### src/rtl/video_frame_capture_if.sv
// rtl/video_frame_capture_if.sv - video input stream and frame-buffer write port bundle
interface video_frame_capture_if #(
    parameter int ADDR_W = 16
);
    logic              i_vs;
    logic              i_hs;
    logic              i_de;
    logic [7:0]        i_data;
    logic              o_wr_en;
    logic [ADDR_W-1:0] o_wr_addr;
    logic [7:0]        o_wr_data;

    // capture block side: consumes video, drives the frame-buffer write port
    modport slave (
        input  i_vs, i_hs, i_de, i_data,
        output o_wr_en, o_wr_addr, o_wr_data
    );

    // source / frame-buffer side
    modport master (
        output i_vs, i_hs, i_de, i_data,
        input  o_wr_en, o_wr_addr, o_wr_data
    );
endinterface

### src/rtl/video_frame_capture.sv
// rtl/video_frame_capture.sv - video geometry measurement and one-shot window capture; optional VCAP_CHECKSUM_EN adds o_checksum
module video_frame_capture #(
    parameter int IMG_W  = 225,
    parameter int IMG_H  = 225,
    parameter int ADDR_W = 16,
    parameter int CNT_W  = 12
) (
    input  logic               clk_i,
    input  logic               rst_n,
    video_frame_capture_if.slave vid,
    input  logic               i_capture,
    output logic               o_busy,
    output logic               o_done,
    output logic               o_err,
    output logic [CNT_W-1:0]   o_h_active,
    output logic [CNT_W-1:0]   o_v_active,
    output logic               o_locked
`ifdef VCAP_CHECKSUM_EN
    ,
    output logic [15:0]        o_checksum
`endif
);

    localparam logic [CNT_W-1:0]  CNT_MAX = '1;
    localparam logic [CNT_W-1:0]  W_C     = CNT_W'(IMG_W);
    localparam logic [CNT_W-1:0]  H_C     = CNT_W'(IMG_H);
    localparam logic [CNT_W-1:0]  H_LAST  = CNT_W'(IMG_H - 1);
    localparam logic [ADDR_W-1:0] W_A     = ADDR_W'(IMG_W);

    typedef enum logic [1:0] {
        S_IDLE,
        S_ARMED,
        S_CAPTURE,
        S_DONE
    } state_t;

    state_t            state;
    state_t            state_nx;

    logic              prev_vs;
    logic              prev_de;
    logic              frame_start;
    logic              line_end;
    logic [CNT_W-1:0]  x;
    logic [CNT_W-1:0]  y;
    logic [CNT_W-1:0]  prev_h;
    logic [CNT_W-1:0]  prev_v;
    logic              have_prev;
    logic [ADDR_W-1:0] line_base;

    logic              wr_now;
    logic              arm;
    logic              base_clr;
    logic              base_step;
    logic              err_set;

    assign frame_start = prev_vs & ~vid.i_vs;
    assign line_end    = prev_de & ~vid.i_de;
    assign o_busy      = (state == S_ARMED) || (state == S_CAPTURE);
    assign o_done      = (state == S_DONE);

    // previous samples for edge detection
    always_ff @(posedge clk_i) begin
        if (!rst_n) begin
            prev_vs <= 1'b1;
            prev_de <= 1'b0;
        end else begin
            prev_vs <= vid.i_vs;
            prev_de <= vid.i_de;
        end
    end

    // saturating pixel and line counters
    always_ff @(posedge clk_i) begin
        if (!rst_n) begin
            x <= '0;
            y <= '0;
        end else begin
            if (line_end)
                x <= '0;
            else if (vid.i_de && (x != CNT_MAX))
                x <= x + 1'b1;
            if (frame_start)
                y <= '0;
            else if (line_end && (y != CNT_MAX))
                y <= y + 1'b1;
        end
    end

    // geometry latches and frame-to-frame lock comparison
    always_ff @(posedge clk_i) begin
        if (!rst_n) begin
            o_h_active <= '0;
            o_v_active <= '0;
            o_locked   <= 1'b0;
            prev_h     <= '0;
            prev_v     <= '0;
            have_prev  <= 1'b0;
        end else begin
            if (line_end)
                o_h_active <= x;
            if (frame_start) begin
                o_v_active <= y;
                o_locked   <= have_prev && (o_h_active == prev_h) && (y == prev_v) &&
                              (o_h_active != '0) && (y != '0);
                prev_h     <= o_h_active;
                prev_v     <= y;
                have_prev  <= 1'b1;
            end
        end
    end

    // capture state register
    always_ff @(posedge clk_i) begin
        if (!rst_n)
            state <= S_IDLE;
        else
            state <= state_nx;
    end

    // capture sequencing: next state and datapath controls
    always_comb begin
        state_nx  = state;
        wr_now    = 1'b0;
        arm       = 1'b0;
        base_clr  = 1'b0;
        base_step = 1'b0;
        err_set   = 1'b0;
        case (state)
            S_IDLE: begin
                if (i_capture) begin
                    arm      = 1'b1;
                    state_nx = S_ARMED;
                end
            end
            S_ARMED: begin
                if (frame_start) begin
                    base_clr = 1'b1;
                    state_nx = S_CAPTURE;
                end
            end
            S_CAPTURE: begin
                wr_now = vid.i_de && (x < W_C) && (y < H_C);
                if (frame_start) begin
                    // frame ended before the window was filled
                    err_set  = 1'b1;
                    state_nx = S_DONE;
                end else if (line_end && (y < H_C)) begin
                    base_step = 1'b1;
                    if (x < W_C)
                        err_set = 1'b1;
                    if (y == H_LAST)
                        state_nx = S_DONE;
                end
            end
            S_DONE: begin
                state_nx = S_IDLE;
            end
            default: begin
                state_nx = S_IDLE;
            end
        endcase
    end

    // row base address, registered write port and sticky error
    always_ff @(posedge clk_i) begin
        if (!rst_n) begin
            line_base     <= '0;
            vid.o_wr_en   <= 1'b0;
            vid.o_wr_addr <= '0;
            vid.o_wr_data <= '0;
            o_err         <= 1'b0;
        end else begin
            if (base_clr)
                line_base <= '0;
            else if (base_step)
                line_base <= line_base + W_A;
            vid.o_wr_en <= wr_now;
            if (wr_now) begin
                vid.o_wr_addr <= line_base + ADDR_W'(x);
                vid.o_wr_data <= vid.i_data;
            end
            if (arm)
                o_err <= 1'b0;
            else if (err_set)
                o_err <= 1'b1;
        end
    end

`ifdef VCAP_CHECKSUM_EN
    // running sum of written pixels, in step with the write strobe
    always_ff @(posedge clk_i) begin
        if (!rst_n)
            o_checksum <= '0;
        else if (arm)
            o_checksum <= '0;
        else if (wr_now)
            o_checksum <= o_checksum + {8'h00, vid.i_data};
    end
`endif

endmodule

### src/flat_wrapper.sv
// flat-port wrapper written by rule: the top's interface ports become plain ports
module video_frame_capture_flat 
#(
    parameter int IMG_W  = 225,
    parameter int IMG_H  = 225,
    parameter int ADDR_W = 16,
    parameter int CNT_W  = 12
)
  (clk_i, rst_n, i_capture, o_busy, o_done, o_err, o_h_active, o_v_active, o_locked, vid_i_vs, vid_i_hs, vid_i_de, vid_i_data, vid_o_wr_en, vid_o_wr_addr, vid_o_wr_data);
  video_frame_capture_if #(.ADDR_W(ADDR_W)) vid_i ();
  input  logic clk_i;
  input  logic rst_n;
  input  logic i_capture;
  output logic o_busy;
  output logic o_done;
  output logic o_err;
  output logic [CNT_W-1:0] o_h_active;
  output logic [CNT_W-1:0] o_v_active;
  output logic o_locked;
  input wire logic [$bits(vid_i.i_vs)-1:0] vid_i_vs;
  input wire logic [$bits(vid_i.i_hs)-1:0] vid_i_hs;
  input wire logic [$bits(vid_i.i_de)-1:0] vid_i_de;
  input wire logic [$bits(vid_i.i_data)-1:0] vid_i_data;
  output wire logic [$bits(vid_i.o_wr_en)-1:0] vid_o_wr_en;
  output wire logic [$bits(vid_i.o_wr_addr)-1:0] vid_o_wr_addr;
  output wire logic [$bits(vid_i.o_wr_data)-1:0] vid_o_wr_data;
  assign vid_i.i_vs = vid_i_vs;
  assign vid_i.i_hs = vid_i_hs;
  assign vid_i.i_de = vid_i_de;
  assign vid_i.i_data = vid_i_data;
  assign vid_o_wr_en = vid_i.o_wr_en;
  assign vid_o_wr_addr = vid_i.o_wr_addr;
  assign vid_o_wr_data = vid_i.o_wr_data;
  video_frame_capture #(.IMG_W(IMG_W), .IMG_H(IMG_H), .ADDR_W(ADDR_W), .CNT_W(CNT_W)) u_core (.clk_i(clk_i), .rst_n(rst_n), .vid(vid_i), .i_capture(i_capture), .o_busy(o_busy), .o_done(o_done), .o_err(o_err), .o_h_active(o_h_active), .o_v_active(o_v_active), .o_locked(o_locked));
endmodule
### config.mk
export PLATFORM = sky130hd
export DESIGN_NAME = video_frame_capture_flat
export DESIGN_NICKNAME = d
export VERILOG_FILES = /design/src/rtl/video_frame_capture_if.sv /design/src/rtl/video_frame_capture.sv /design/src/flat_wrapper.sv
export SDC_FILE = /design/constraint.sdc
export NUM_CORES = 1
export LEC_CHECK = 0
export ABC_AREA = 1
export CORE_MARGIN = 4
export CORE_UTILIZATION = 50
export DETAILED_ROUTE_END_ITERATION = 8
export DONT_BUFFER_PORTS = 1
export PLACE_DENSITY = 0.68
export SLEW_MARGIN = 20
export SYNTH_ARGS = -nofsm -noshare
export SYNTH_HDL_FRONTEND = slang
export SYNTH_SLANG_ARGS = --single-unit
### constraint.sdc
create_clock -name clk_i -period 4.8 [get_ports clk_i]
set_clock_uncertainty 0.15 [all_clocks]
set_input_delay 0.48 -clock clk_i [delete_from_list [all_inputs] [get_ports clk_i]]
set_output_delay 0.48 -clock clk_i [all_outputs]
set_load 0.02 [all_outputs]
### After elaboration in Yosys (flattened, before gate mapping)

Index checks and enable logic that the tools add are counted.

* latch bits: 0
* memories: 0
* register bits: 108
* memory bits (read-only): 0
* bits in writable memories: 0
* output and inout bits: 53

* multiply operators: 0
* shift operators: 0
* muxes and demuxes: 18
* $add $sub $neg: 4
* order comparisons: 2
* bitwise logic cells: 5
* div/mod/pow operators: 0
* eq/ne operators: 12
* reductions and logical operators: 18

Operators by type and width (number)
* $add 12x1->12 const B: 2
* $eq 12x12->1: 2
* $lt 12x8->1 const B: 2
* $ne 12x12->1 const B: 2
* $reduce_bool 12->1: 2
* $add 16x12->16: 1
* $add 16x8->16 const B: 1
* $eq 12x8->1 const B: 1
* $mux 1: 12
* $mux 2: 5
* $logic_and 1x1->1: 9
* $pmux 2 s4: 1
* $reduce_or 2->1: 4
* $ne 3x2->1 const B: 2
* $eq 2x2->1 const B: 2
* $reduce_and 4->1: 1
* $not 1->1: 3
* $and 1x1->1: 2
* $eq 2x1->1 const B: 1
* $logic_not 2->1: 1
* $ne 2x1->1 const B: 1
* $ne 2x2->1 const B: 1
* $logic_or 1x1->1: 1

### Depth between registers and ports, before layout

Gate-level depths: netlist of run 1.

* word-level depth: 6
* gate-level depth with buffers: 12
* mapped depth without buffers: 12

### Worst setup path after synthesis of run 1

Ideal clock, no wire load.

* path type: register to register
* from: register u_core.x[0]
* to: register u_core.vid.o_wr_addr[12]
* data arrival time: 1.588 ns
* path slack: 2.954 ns
* setup time: 0.109 ns
* cell stages (with the launch flop): 12
* cell sequence: dfxtp_1 ha_1 inv_1 fa_1 inv_1 nand3_1 nand3_1 nand3_1 nand4_1 nand3_1 nand2_1 inv_1

* cells in the longest elaborated chain, start to end: 4
* elaborated cells between the ends (all ways): 5
* classes of those cells: 1 x add/sub; 1 x order compare; 1 x mux; 2 x reduce/logical

RTL lines
* start, declared: RTL line video_frame_capture.sv:44 `logic [CNT_W-1:0] x;`
* start signal, assigned: RTL line video_frame_capture.sv:82 `x <= x + 1'b1;`
* $lt 12x8->1: RTL line video_frame_capture.sv:143 `wr_now = vid.i_de && (x < W_C) && (y < H_C);`
* $logic_and 1x1->1 (2 in a row): RTL line video_frame_capture.sv:143
* $mux 1: RTL line video_frame_capture.sv:129 `case (state)`
* end signal, assigned: RTL line video_frame_capture.sv:180 `vid.o_wr_addr <= line_base + ADDR_W'(x);`
* end, declared: RTL line video_frame_capture_if.sv:16 `output o_wr_en, o_wr_addr, o_wr_data`

Parallel ways exist; a longest one is shown, timed or not.
A chain may end at the register's enable or synchronous reset.

### Worst setup path in the final report of run 1

* from: register u_core.y[0]
* to: register u_core.vid.o_wr_addr[11]

* cells in the longest elaborated chain, start to end: 3

RTL lines
* start, declared: RTL line video_frame_capture.sv:45 `logic [CNT_W-1:0] y;`
* start signal, assigned: RTL line video_frame_capture.sv:86 `y <= y + 1'b1;`
* $lt 12x8->1: RTL line video_frame_capture.sv:143
* $logic_and 1x1->1: RTL line video_frame_capture.sv:143
* $mux 1: RTL line video_frame_capture.sv:129

No other way between the ends.

==> results of run 1 <==
## power groups by stage
stage	Combinational, uW	Sequential, uW	Clock (uW)
2_1_floorplan	262	1070	0
3_3_place_gp	295	1090	0
3_5_place_dp	300	1090	0
4_1_cts	303	1070	779
5_1_grt	348	1080	821
6_report	300	1070	758
## Yosys cell counts (all sizes together)
cell / count
a211oi: 1
a21boi: 1
a21oi: 70
a31o: 1
and3: 1
buf: 16
clkbuf: 6
clkinv: 1
dfxtp: 108
fa: 1
ha: 22
inv: 134
nand2: 228
nand3: 58
nand4: 21
nor2: 104
nor3: 17
o21a: 3
o21ai: 48
o21bai: 1
o22ai: 23
or2: 1
xnor2: 6
xor2: 13
## placed cells by master, fill, tap and decap left out, types with 2 or more instances in the layout
cell,instances
inv_2,5
nand4_1,21
nand3_1,56
xnor2_1,6
ha_1,22
nor3_1,17
o21ai_0,39
nor2_1,99
buf_4,2
nand3_2,2
xor2_1,13
clkbuf_16,9
nor2_4,3
a21oi_1,69
nand2_2,2
nor2_2,2
o21a_1,3
o22ai_1,23
clkinvlp_4,2
o21ai_1,9
nand2_1,225
inv_1,129
dfxtp_1,108
## worst paths after layout
| path | from | to | cells past startpoint |
|---|---|---|---|
| max | u_core.y[0] | u_core.vid.o_wr_addr[11] | 11 |
| min | vid_i_de | u_core.prev_de | 2 |
| max reg2reg | u_core.y[0] | u_core.vid.o_wr_addr[11] | 11 |
| min reg2reg | u_core.have_prev | u_core.have_prev | 2 |
## flip-flops by register name (all words and copies together) (netlist names)
name	cells
u_core.vid.o_wr_en	1
u_core.state	2
u_core.o_locked	1
u_core.x	12
u_core.vid.o_wr_data	8
u_core.o_h_active	12
u_core.prev_de	1
u_core.line_base	16
u_core.prev_h	12
u_core.y	12
u_core.prev_vs	1
u_core.vid.o_wr_addr	16
u_core.have_prev	1
u_core.prev_v	12
u_core.o_err	1
## metrics by stage
step	setup WS, ns	area, um^2
2_1_floorplan	2.95	5890
3_3_place_gp	2.20	5930
3_5_place_dp	2.15	5930
4_1_cts	2.13	6230
5_1_grt	1.89	6230
6_report	2.13	6230
## cell type report
class | count | area (um^2)
inverters | 135 | 507
well taps | 143 | 179
clock inverters | 5 | 58.8
repair buffers | 2 | 15.0
clock buffers | 11 | 243
flip-flops and latches | 108 | 2160
fillers | 1141 | 5230
multi-input cells | 620 | 3070
## metal layers
metal	vias to the layer above	global-route usage, %	wire length (um)
met3	23	8.24	1100
met5	-	0	0
li1	2825	-	-
met1	2409	28.0	6580
met2	140	37.9	6630
met4	0	7.97	321
## cells by family (layout without fill, tap and decap cells)
group / Yosys count / in the layout
XOR/XNOR: 19 / 19
AO/OA/AOI/OAI: 148 / 148
adder cells (fa/ha/maj): 23 / 23
buffers and inverters: 157 / 153
AND/OR/NAND/NOR: 430 / 430
flip-flops: 108 / 108
==> load_flow_metrics.sql, run 1 <==
INSERT INTO impl_metrics (metric_group, metric, value, unit) VALUES
('outcome', 'status', 'finished, final reports clean', ''),
('yosys', 'syn-instance-count', '885', ''),
('power', 'finalPower', '2130', 'uW'),
('clock_tree', 'htree_num_levels', '3', ''),
('clock_tree', 'clk_pin_slew', '0.07', 'ns'),
('clock_tree', 'post-cts-setup-buffer-count', '0', ''),
('setup_path', 'critical_path.slowest_cell', 'nor2_2', ''),
('placed_design', 'globalplace.congestion', '0.897', ''),
('yosys', 'post_synth.cell_area_avg', '6.65', 'um^2'),
('final_layout', 'diodes', '0', ''),
('grt', 'first_global_vias', '5101', ''),
('setup_path', 'worstSetupPathType', 'reg -> reg', ''),
('floorplanning', 'coreArea', '11500', 'um^2'),
('setup_path', 'crit_path_max_fanout', '26', ''),
('yosys', 'yosys.area.top_type_share', '36.7', '%'),
('setup_path', 'critical-path-top-delay-family', 'simple AND/OR/NAND/NOR gates', ''),
('grt', 'grt.total_usage', '23.1', '%'),
('setup_path', 'worstPathArrival', '2.83', 'ns'),
('yosys', 'synth_cell_types', '35', ''),
('clock_tree', 'clockRootBuffer', 'clkbuf_16', ''),
('clock_tree', 'clockBufferDepth', '2', ''),
('sta', 'setup_total_negative_slack', '0', 'ns'),
('final_layout', 'count_of_nets_after_finishing', '913', ''),
('sta', 'fin_worst_hold_slack', '0.0687', 'ns'),
('routing', 'dr.pass1.iters', '6', ''),
('setup_path', 'ff_to_ff_setup_slack', '2.13', 'ns'),
('power', 'internal_power', '1480', 'uW'),
('grt', 'antenna_found_initial', '0', ''),
('final_layout', 'stdcell_count', '1024', ''),
('power', 'irDropWorstVdd', '374', 'uV'),
('sta', 'tightest_slew_margin_relative_to_the_limit', '32.9', '%'),
('yosys', 'synth-adder-area-share', '5.01', '%'),
('setup_path', 'critical_path.cell_chain', 'inv_1, ha_1, nand3_1, nand2_1, nand3_2, nor2_2, buf_4, nor2_1, nor2_1, nand2_1, inv_1', ''),
('floorplanning', 'placement_rows', '39', ''),
('power', 'pwr-share-seq', '50.2', '%'),
('clock_tree', 'total_clock_sinks', '108', ''),
('routing', 'routed_wire_length_per_instance', '14.3', 'um'),
('power', 'switching_share', '30.3', '%'),
('sta', 'timing_worst_slew_pin_value', '1.01', 'ns'),
('placed_design', 'port-buffer-count', '0', ''),
('setup_path', 'buffer_and_inverter_count_on_the_worst_path', '3', ''),
('routing', 'drt-vias-per-instance', '5.27', ''),
('yosys', 'mappedNetlistArea', '5890', 'um^2'),
('grt', 'grt_first_pass_wirelength', '24900', 'um'),
('floorplanning', 'start_util', '51.3', '%'),
('placed_design', 'hpwl', '10900', 'um'),
('hold_path', 'hp-class', 'in -> reg', ''),
('floorplanning', 'die_width', '117', 'um'),
('placed_design', 'placed_cells_incl_taps', '1008', ''),
('clock_tree', 'cts_inserted_buffers', '9', ''),
('yosys', 'synth_compound_area_share', '13.5', '%'),
('clock_tree', 'cts-hold-fix-buffers', '0', ''),
('sta', 'unrepaired_setup_endpoints_after_global_routing', 'no', ''),
('setup_path', 'cp_slowest_stage_delay', '0.78', 'ns'),
('final_layout', 'layout.core_utilization', '54.4', '%'),
('yosys', 'synth_simple_gate_area_share', '30.8', '%'),
('sta', 'hold_viol_final', '0', ''),
('grt', 'maximum_number_of_pins_on_one_net_before_global_route_repair', '38', ''),
('clock_tree', 'clock_tree_from_tritoncts', 'built', ''),
('floorplanning', 'fp.dieH', '117', 'um'),
('run', 'max-cap-violations', '0', ''),
('yosys', 'muxShareOfSynthArea', '0', '%'),
('sta', 'finalSetupViolations', '0', ''),
('final_layout', 'post_route_cells_drive_above_1_share', '3.97', '%'),
('routing', 'detail_route.wirelength', '14600', 'um'),
('power', 'power_per_cell_area', '341', 'nW/um^2'),
('yosys', 'synth_top_family_by_area', 'simple AND/OR/NAND/NOR gates', ''),
('yosys', 'synth.top_cells.by_area', 'dfxtp_1 37%, nand2_1 14%, inv_1 8.2%', ''),
('yosys', 'synth_seq_area_share', '36.7', '%'),
('yosys', 'synth_xor_xnor_area_share', '2.83', '%'),
('sta', 'achievable-frequency', '374', 'MHz');
(Power assumes the default switching activity.)
==> run 2: changes to the inputs <==
- PLACE_DENSITY: 0.68 -> 0.71
- clock period: 4.8 -> 2.23 ns (I/O delays scaled with it)
==> run 2 against run 1 <==
Against the previous run:
- combinational power grew to 2.5 times the previous value
- routed wire length grew 2.9%
- non-clock buffer count grew 23
- critical path depth is the same
- register-to-register slack lost 2.0 ns
- maximum frequency grew 30%
- cell count grew 2.2%
- sequential share of layout area shrank 1.4 points
- worst hold slack lost 0.051 ns
- highest routed layer unchanged
==> load_flow_metrics.sql, run 2 (synthesis gave the netlist of run 1 again) <==
INSERT INTO impl_metrics (metric_group, metric, value, unit) VALUES
('outcome', 'status', 'finished, final reports clean', ''),
('routing', 'routed_wire_length_per_instance', '14.4', 'um'),
('sta', 'unrepaired_setup_endpoints_after_global_routing', 'no', ''),
('setup_path', 'critical_path.cell_chain', 'ha_1, inv_1, fa_1, inv_1, nand3_1, nand3_1, nand3_1, nand4_1, nand3_1, nand2_1, inv_1', ''),
('clock_tree', 'worstSkewPairLatency', '0.36', 'ns'),
('routing', 'antenna_violating_nets_post_route', '0', ''),
('placed_design', 'globalplace.congestion', '0.917', ''),
('routing', 'post-route-drc-count', '0', ''),
('grt', 'antenna_found_initial', '0', ''),
('final_layout', 'count_of_nets_after_finishing', '936', ''),
('setup_path', 'reg2reg_depth', '11', ''),
('sta', 'setup_total_negative_slack', '0', 'ns'),
('floorplanning', 'coreArea', '11500', 'um^2'),
('setup_path', 'worstPathRequired', '2.34', 'ns'),
('clock_tree', 'clk_pin_slew', '0.08', 'ns'),
('clock_tree', 'clockRootBuffer', 'clkbuf_16', ''),
('final_layout', 'post_route_cells_drive_above_1_share', '5.42', '%'),
('power', 'switching_share', '32.3', '%'),
('setup_path', 'crit_path_end_kind', 'flip-flop', ''),
('hold_path', 'worst_hold_path.num_cells', '3', ''),
('setup_path', 'rr_endpoint', 'u_core.vid.o_wr_addr[12]', ''),
('routing', 'routed-via-count', '5544', ''),
('sta', 'tightest_slew_margin_relative_to_the_limit', '65.0', '%'),
('final_layout', 'nFillCells', '1088', ''),
('setup_path', 'crit_path_max_fanout', '3', ''),
('clock_tree', 'post-cts-setup-buffer-count', '0', ''),
('grt', 'grt.total_usage', '22.9', '%'),
('floorplanning', 'fp.dieH', '117', 'um'),
('power', 'pwr-share-seq', '49.6', '%'),
('final_layout', 'layout.cells.most_common', 'nand2_1', ''),
('setup_path', 'buffer_and_inverter_count_on_the_worst_path', '3', ''),
('placed_design', 'port-buffer-count', '0', ''),
('setup_path', 'critical_path.slowest_cell', 'dfxtp_1', ''),
('sta', 'fin_worst_hold_slack', '0.0181', 'ns'),
('hold_path', 'holdCritStartpoint', 'rst_n', ''),
('floorplanning', 'start_util', '51.3', '%'),
('grt', 'maximum_number_of_pins_on_one_net_before_global_route_repair', '37', ''),
('placed_design', 'hpwl', '11100', 'um'),
('final_layout', 'area.growth.synth_to_final', '10.3', '%'),
('power', 'power.switching', '1490', 'uW'),
('setup_path', 'worstPathArrival', '2.17', 'ns'),
('placed_design', 'detailed_place.area', '6020', 'um^2'),
('floorplanning', 'io-pin-count', '67', ''),
('power', 'leak_pwr', '0.00277', 'uW'),
('final_layout', 'diodes', '0', ''),
('setup_path', 'cpMostUsedCell', 'nand3_1', ''),
('power', 'power_per_cell_area', '712', 'nW/um^2'),
('clock_tree', 'total_clock_sinks', '108', ''),
('final_layout', 'top_registers', 'u_core.line_base: 16 flops, u_core.vid.o_wr_addr: 16 flops', ''),
('routing', 'detail_route.wirelength', '15100', 'um'),
('clock_tree', 'cts_inserted_buffers', '9', ''),
('setup_path', 'worstSetupPathType', 'reg -> reg', ''),
('sta', 'timing.final.max_slew_violations', '0', ''),
('run', 'max-cap-violations', '0', ''),
('grt', 'first_global_vias', '5045', ''),
('sta', 'achievable-frequency', '486', 'MHz'),
('setup_path', 'startpoint_type', 'flip-flop', ''),
('clock_tree', 'htree_num_levels', '3', ''),
('routing', 'dr.pass1.iters', '5', ''),
('floorplanning', 'die_width', '117', 'um'),
('sta', 'finalSetupViolations', '0', ''),
('sta', 'timing_worst_slew_pin_value', '0.524', 'ns'),
('power', 'irDropWorstVdd', '667', 'uV'),
('hold_path', 'hp-class', 'in -> reg', ''),
('floorplanning', 'placement_rows', '39', ''),
('setup_path', 'crit-reg2reg-launch', 'u_core.x[0]', ''),
('power', 'comb_power_share', '16.2', '%'),
('sta', 'finalCritPeriodShare', '92.3', '%'),
('routing', 'drt-vias-per-instance', '5.30', ''),
('setup_path', 'ff_to_ff_setup_slack', '0.17', 'ns'),
('final_layout', 'layout.cells.most_common_list', '224 x nand2_1, 129 x inv_1, 107 x dfxtp_1', ''),
('routing', 'drt_iter0_drc', '441', ''),
('final_layout', 'multi_input_comb_area', '3080', 'um^2'),
('floorplanning', 'fp.dieArea', '13600', 'um^2'),
('final_layout', 'ff_latch_area', '2160', 'um^2'),
('hold_path', 'end_point_of_the_worst_hold_path', 'u_core.state[1]', ''),
('clock_tree', 'clockBufferDepth', '2', ''),
('grt', 'grt_first_pass_wirelength', '24700', 'um'),
('final_layout', 'final_area', '6490', 'um^2'),
('sta', 'hold_viol_final', '0', ''),
('setup_path', 'critical-path-top-delay-family', 'adder cells', ''),
('power', 'share_clk_of_total_power', '34.2', '%'),
('power', 'internal_power', '3130', 'uW'),
('setup_path', 'cp_slowest_stage_delay', '0.39', 'ns'),
('sta', 'post-route-min-period', '2.06', 'ns'),
('grt', 'globalRouteOverflowTotal', '0', ''),
('clock_tree', 'clock_tree_from_tritoncts', 'built', '');
==> run 2: repair_timing <==
item,4_1_cts,5_1_grt
endpoints found under the setup margin,0,3
gates resized for setup,0,3
endpoints found under the hold margin,39,0
hold buffers,13,0
==> run 2: how the worst max path moves through the flow <==
stage | slack [ns] | depth (start not counted) | from | endpoint
global route | 0.003 | 12 | u_core.x[0] | u_core.vid.o_wr_addr[12]
detailed placement | 0.18 | 11 | u_core.line_base[0] | u_core.vid.o_wr_addr[12]
floorplan | 0.38 | 11 | u_core.x[0] | u_core.vid.o_wr_addr[12]
global placement | 0.24 | 11 | u_core.line_base[0] | u_core.vid.o_wr_addr[12]
finish | 0.17 | 11 | u_core.x[0] | u_core.vid.o_wr_addr[12]
CTS | 0.17 | 11 | u_core.line_base[0] | u_core.vid.o_wr_addr[12]
==> run 2: metal layers <==
layer	wire length, um	vias to the layer above	part of all wire [%]	track usage (%)
met2	7030	171	47	38.4
met5	0	-	0	0
met3	1180	23	7.9	6.11
met1	6620	2479	44	29.3
met4	239	0	1.6	5.96
li1	-	2871	-	-
==> run 2: area by class of cell <==
cell class                 instances  share of cell area [%]
tap                              143                    2.76
multi-input combinational        620                    47.4
clock buffer                       9                    3.47
clock inverter                     7                    1.08
inverter                         135                    7.80
timing repair buffer              25                    4.20
sequential                       108                    33.3
==> run 2: through the flow <==
| step | power (uW) | setup slack [ns] | util [%] | cells |
|---|---|---|---|---|
| 2_1_floorplan | 2860 | 0.384 | - | 885 |
| 3_3_place_gp | 3010 | 0.238 | 52.5 | 1017 |
| 3_5_place_dp | 3030 | 0.184 | 52.5 | 1017 |
| 4_1_cts | 4620 | 0.168 | 56.3 | 1046 |
| 5_1_grt | 4840 | 0.00284 | 56.6 | 1047 |
| 6_report | 4620 | 0.172 | 56.6 | 1047 |
==> run 2: power groups by stage <==
stage	clock network [uW]	registers (uW)	logic (uW)
floorplan	0	2300	565
global placement	0	2340	678
finish	1580	2290	750
CTS	1610	2290	723
global route	1680	2310	857
detailed placement	0	2330	691
==> run 2: worst register-to-register path: stages (launching register included) <==
cell and delay (ns):
dfxtp_1 0.39, ha_1 0.23, inv_1 0.07, fa_1 0.39, inv_1 0.09, nand3_1 0.07
nand3_1 0.14, nand3_1 0.11, nand4_1 0.10, nand3_1 0.09, nand2_1 0.07, inv_1 0.03
==> run 3: changes to the inputs <==
- ABC_AREA: 1 -> default
- CTS_CLUSTER_SIZE: default -> 16
==> run 3 against run 2 <==
Against the previous run:
- combinational power fell by 36%
- highest routed layer unchanged
- sequential power fell by 9.2%
- die area fell by 8.0%
- power fell by 21%
- worst hold slack improved by 0.019 ns
- global-route usage fell by 0.79 points
- cell area fell by 5.6%
- non-clock buffer count rose by 34
- critical endpoint is now u_core.line_base[3]
- via count fell by 18%
- core utilization rose by 2.2 points
==> load_flow_metrics.sql, run 3 <==
INSERT INTO impl_metrics (metric_group, metric, value, unit) VALUES
('grt', 'globalRouteOverflowTotal', '0', ''),
('setup_path', 'critical_path.cell_chain', 'inv_1, ha_1, nor4b_4, o211ai_2, or2_1, or3_1, a21oi_1', ''),
('sta', 'unrepaired_setup_endpoints_after_global_routing', 'yes', ''),
('final_layout', 'layout.cells.most_common_list', '137 x nand2_1, 106 x dfxtp_1, 52 x nor2_1', ''),
('floorplanning', 'die_width', '112', 'um'),
('floorplanning', 'coreArea', '10400', 'um^2'),
('clock_tree', 'clock_tree_from_tritoncts', 'built', ''),
('placed_design', 'hpwl', '9750', 'um'),
('yosys', 'yosys.area.top_type_share', '40.2', '%'),
('clock_tree', 'htree_num_levels', '3', ''),
('setup_path', 'worstPathArrival', '2.33', 'ns'),
('clock_tree', 'total_clock_sinks', '108', ''),
('power', 'comb_power_share', '13.1', '%'),
('clock_tree', 'clockBufferDepth', '2', ''),
('floorplanning', 'io-pin-count', '67', ''),
('power', 'leak_pwr', '0.00237', 'uW'),
('power', 'switching_share', '29.5', '%'),
('sta', 'achievable-frequency', '459', 'MHz'),
('setup_path', 'crit_path_max_fanout', '8', ''),
('sta', 'timing_worst_slew_pin_value', '0.575', 'ns'),
('final_layout', 'diodes', '0', ''),
('setup_path', 'critical_path.slowest_cell', 'or2_1', ''),
('grt', 'antenna_found_initial', '0', ''),
('yosys', 'post_synth.cell_area_avg', '8.37', 'um^2'),
('routing', 'post-route-drc-count', '0', ''),
('clock_tree', 'worstSkewPairLatency', '0.38', 'ns'),
('yosys', 'leading_register_cell_type_out_of_synthesis', 'dfxtp_1', ''),
('outcome', 'status', 'finished, final reports clean', ''),
('yosys', 'synth_cell_types', '52', ''),
('yosys', 'synthDominantAreaCellType', 'dfxtp_1', ''),
('yosys', 'mappedNetlistArea', '5380', 'um^2'),
('setup_path', 'buffer_and_inverter_count_on_the_worst_path', '1', ''),
('sta', 'setup_total_negative_slack', '0', 'ns'),
('grt', 'groute.layer.met1.usage', '26.7', '%'),
('sta', 'post-route-min-period', '2.18', 'ns'),
('power', 'finalPower', '3670', 'uW'),
('floorplanning', 'start_util', '51.7', '%'),
('power', 'internal_power', '2590', 'uW'),
('sta', 'hold_viol_final', '0', ''),
('grt', 'grt.busiest_layer', 'met2', ''),
('sta', 'tightest_slew_margin_relative_to_the_limit', '61.6', '%'),
('yosys', 'synth_top_cells_by_count', '137 x nand2_1, 108 x dfxtp_1, 53 x nor2_1, 48 x a21boi_0, 36 x xor2_1', ''),
('routing', 'antenna_violating_nets_post_route', '0', ''),
('placed_design', 'globalplace.congestion', '0.824', ''),
('sta', 'timing.final.max_slew_violations', '0', ''),
('setup_path', 'crit_path_end_kind', 'flip-flop', ''),
('yosys', 'synth.most_common_cell', 'nand2_1', ''),
('yosys', 'async_flop_share', '0', '%'),
('routing', 'routed-via-count', '4561', ''),
('grt', 'grt_first_pass_wirelength', '22500', 'um'),
('final_layout', 'top_registers', 'u_core.line_base: 16 flops, u_core.vid.o_wr_addr: 16 flops', ''),
('power', 'share_clk_of_total_power', '30.2', '%'),
('yosys', 'syn-instance-count', '643', ''),
('grt', 'grt.total_usage', '22.1', '%'),
('sta', 'finalCritPeriodShare', '97.6', '%'),
('yosys', 'yosys_warnings', '0', ''),
('final_layout', 'count_of_nets_after_finishing', '716', ''),
('placed_design', 'port-buffer-count', '0', ''),
('final_layout', 'area.growth.synth_to_final', '13.9', '%'),
('routing', 'dr.pass1.iters', '4', ''),
('sta', 'finalSetupViolations', '0', ''),
('grt', 'first_global_vias', '4657', ''),
('routing', 'detail_route.wirelength', '13400', 'um'),
('final_layout', 'post_route_cells_drive_above_1_share', '12.4', '%'),
('floorplanning', 'fp.dieArea', '12500', 'um^2'),
('routing', 'routed_wire_length_per_instance', '16.4', 'um'),
('power', 'pwr-share-seq', '56.7', '%'),
('power', 'power_per_cell_area', '598', 'nW/um^2'),
('setup_path', 'cp_slowest_stage_delay', '0.40', 'ns'),
('power', 'irDropWorstVdd', '310', 'uV'),
('clock_tree', 'clockRootBuffer', 'clkbuf_8', ''),
('grt', 'use_met2', '37.4', '%'),
('hold_path', 'hp-class', 'in -> reg', ''),
('grt', 'grt.met3_usage', '3.75', '%'),
('clock_tree', 'cts_inserted_buffers', '9', ''),
('power', 'power.switching', '1080', 'uW'),
('setup_path', 'worstPathRequired', '2.38', 'ns'),
('setup_path', 'startpoint_type', 'flip-flop', ''),
('setup_path', 'worstSetupPathType', 'reg -> reg', ''),
('floorplanning', 'placement_rows', '37', ''),
('run', 'max-cap-violations', '0', ''),
('yosys', 'synth_edf_count', '0', ''),
('setup_path', 'critical-path-top-delay-family', 'simple AND/OR/NAND/NOR gates', ''),
('routing', 'drt_iter0_drc', '316', ''),
('yosys', 'mappedNetlistNets', '680', ''),
('floorplanning', 'fp.dieH', '112', 'um'),
('final_layout', 'layout.cells.most_common', 'nand2_1', ''),
('yosys', 'synth.top_cells.by_area', 'dfxtp_1 40%, nand2_1 9.6%, a21boi_0 6.7%', ''),
('yosys', 'synth_seq_area_share', '40.2', '%'),
('clock_tree', 'clk_pin_slew', '0.11', 'ns'),
('grt', 'maximum_number_of_pins_on_one_net_before_global_route_repair', '72', ''),
('yosys', 'synth_seq_cells', '108', ''),
('routing', 'drt-vias-per-instance', '5.56', '');
run 3: changes by cell type after synthesis, moves of 22 or more:
cell      before  now
o22ai_1       23    1
a21oi_1       69   20
nor2_1        99   53
xor2_1        13   36
nand3_1       56   23
inv_1        129   11
xnor2_1        6   32
a21boi_0       0   48
nand2_1      225  137
run 3: final timing paths:
check	slack, ns	to	startpoint	cells after the start
max	0.05	u_core.line_base[3]	u_core.y[0]	7
min	0.04	u_core.o_err	rst_n	3
max reg2reg	0.05	u_core.line_base[3]	u_core.y[0]	7
min reg2reg	0.33	u_core.prev_h[4]	u_core.prev_h[4]	2
run 3: worst register-to-register path: cells and delay by family (launching register included):
| kind | cells | cell delay, ns |
|---|---|---|
| simple gates | 3 | 1.09 |
| compound gates | 2 | 0.34 |
| flops | 1 | 0.32 |
| buf+inv | 1 | 0.06 |
| fa+ha+maj | 1 | 0.14 |
run 3: layer usage:
layer / part of all wire [%] / wire length, um
met5: 0 / 0
met4: 3.5 / 473
met3: 4.7 / 625
met2: 49 / 6630
met1: 42 / 5700
run 3: what timing repair did:
item                                   in CTS  in global routing
setup endpoints to repair                   1                 31
gates resized for setup                     4                 13
pin swaps                                   2                  4
endpoints found under the hold margin      69                  0
buffers inserted                            0                  1
hold buffers                               12                  0
run 3: kinds of logic (layout without fill, tap and decap cells):
| logic type | count (synthesis) | after routing | synth area share, % |
|---|---|---|---|
| mux | 3 | 3 | 0.558 |
| simple gates | 281 | 281 | 24.5 |
| fa+ha+maj | 23 | 23 | 5.49 |
| buf+inv | 45 | 86 | 3.86 |
| compound gates | 115 | 115 | 14.4 |
| xor+xnor | 68 | 68 | 11.1 |
| flops | 108 | 108 | 40.2 |
run 3: area by class of cell:
type | instances | area [um^2]
Multi-Input combinational cell | 490 | 3090
Tap cell | 136 | 170
Timing Repair Buffer | 59 | 490
Clock buffer | 10 | 128
Clock inverter | 6 | 47.5
Fill cell | 923 | 4290
Sequential cell | 108 | 2160
Inverter | 11 | 41.3
run 3: power by group through the flow:
stage | registers [uW] | clock network (uW) | logic, uW
floorplan | 2110 | 0 | 327
global placement | 2120 | 0 | 423
detailed placement | 2120 | 0 | 436
CTS | 2080 | 1140 | 476
global route | 2080 | 1230 | 533
finish | 2080 | 1110 | 482
run 3: through the flow:
| step | worst slack (ns) | std cells | hold WS, ns | cell area [um^2] | utilization (%) |
|---|---|---|---|---|---|
| floorplan | 0.0103 | 643 | 0.174 | 5390 | - |
| global placement | 0.0226 | 791 | 0.160 | 5740 | 55.1 |
| detailed placement | -0.0279 | 791 | 0.164 | 5740 | 55.1 |
| CTS | 0.00126 | 819 | 0.0174 | 6070 | 58.2 |
| global route | -0.0896 | 820 | 0.0221 | 6130 | 58.8 |
| finish | 0.0534 | 820 | 0.0371 | 6130 | 58.8 |
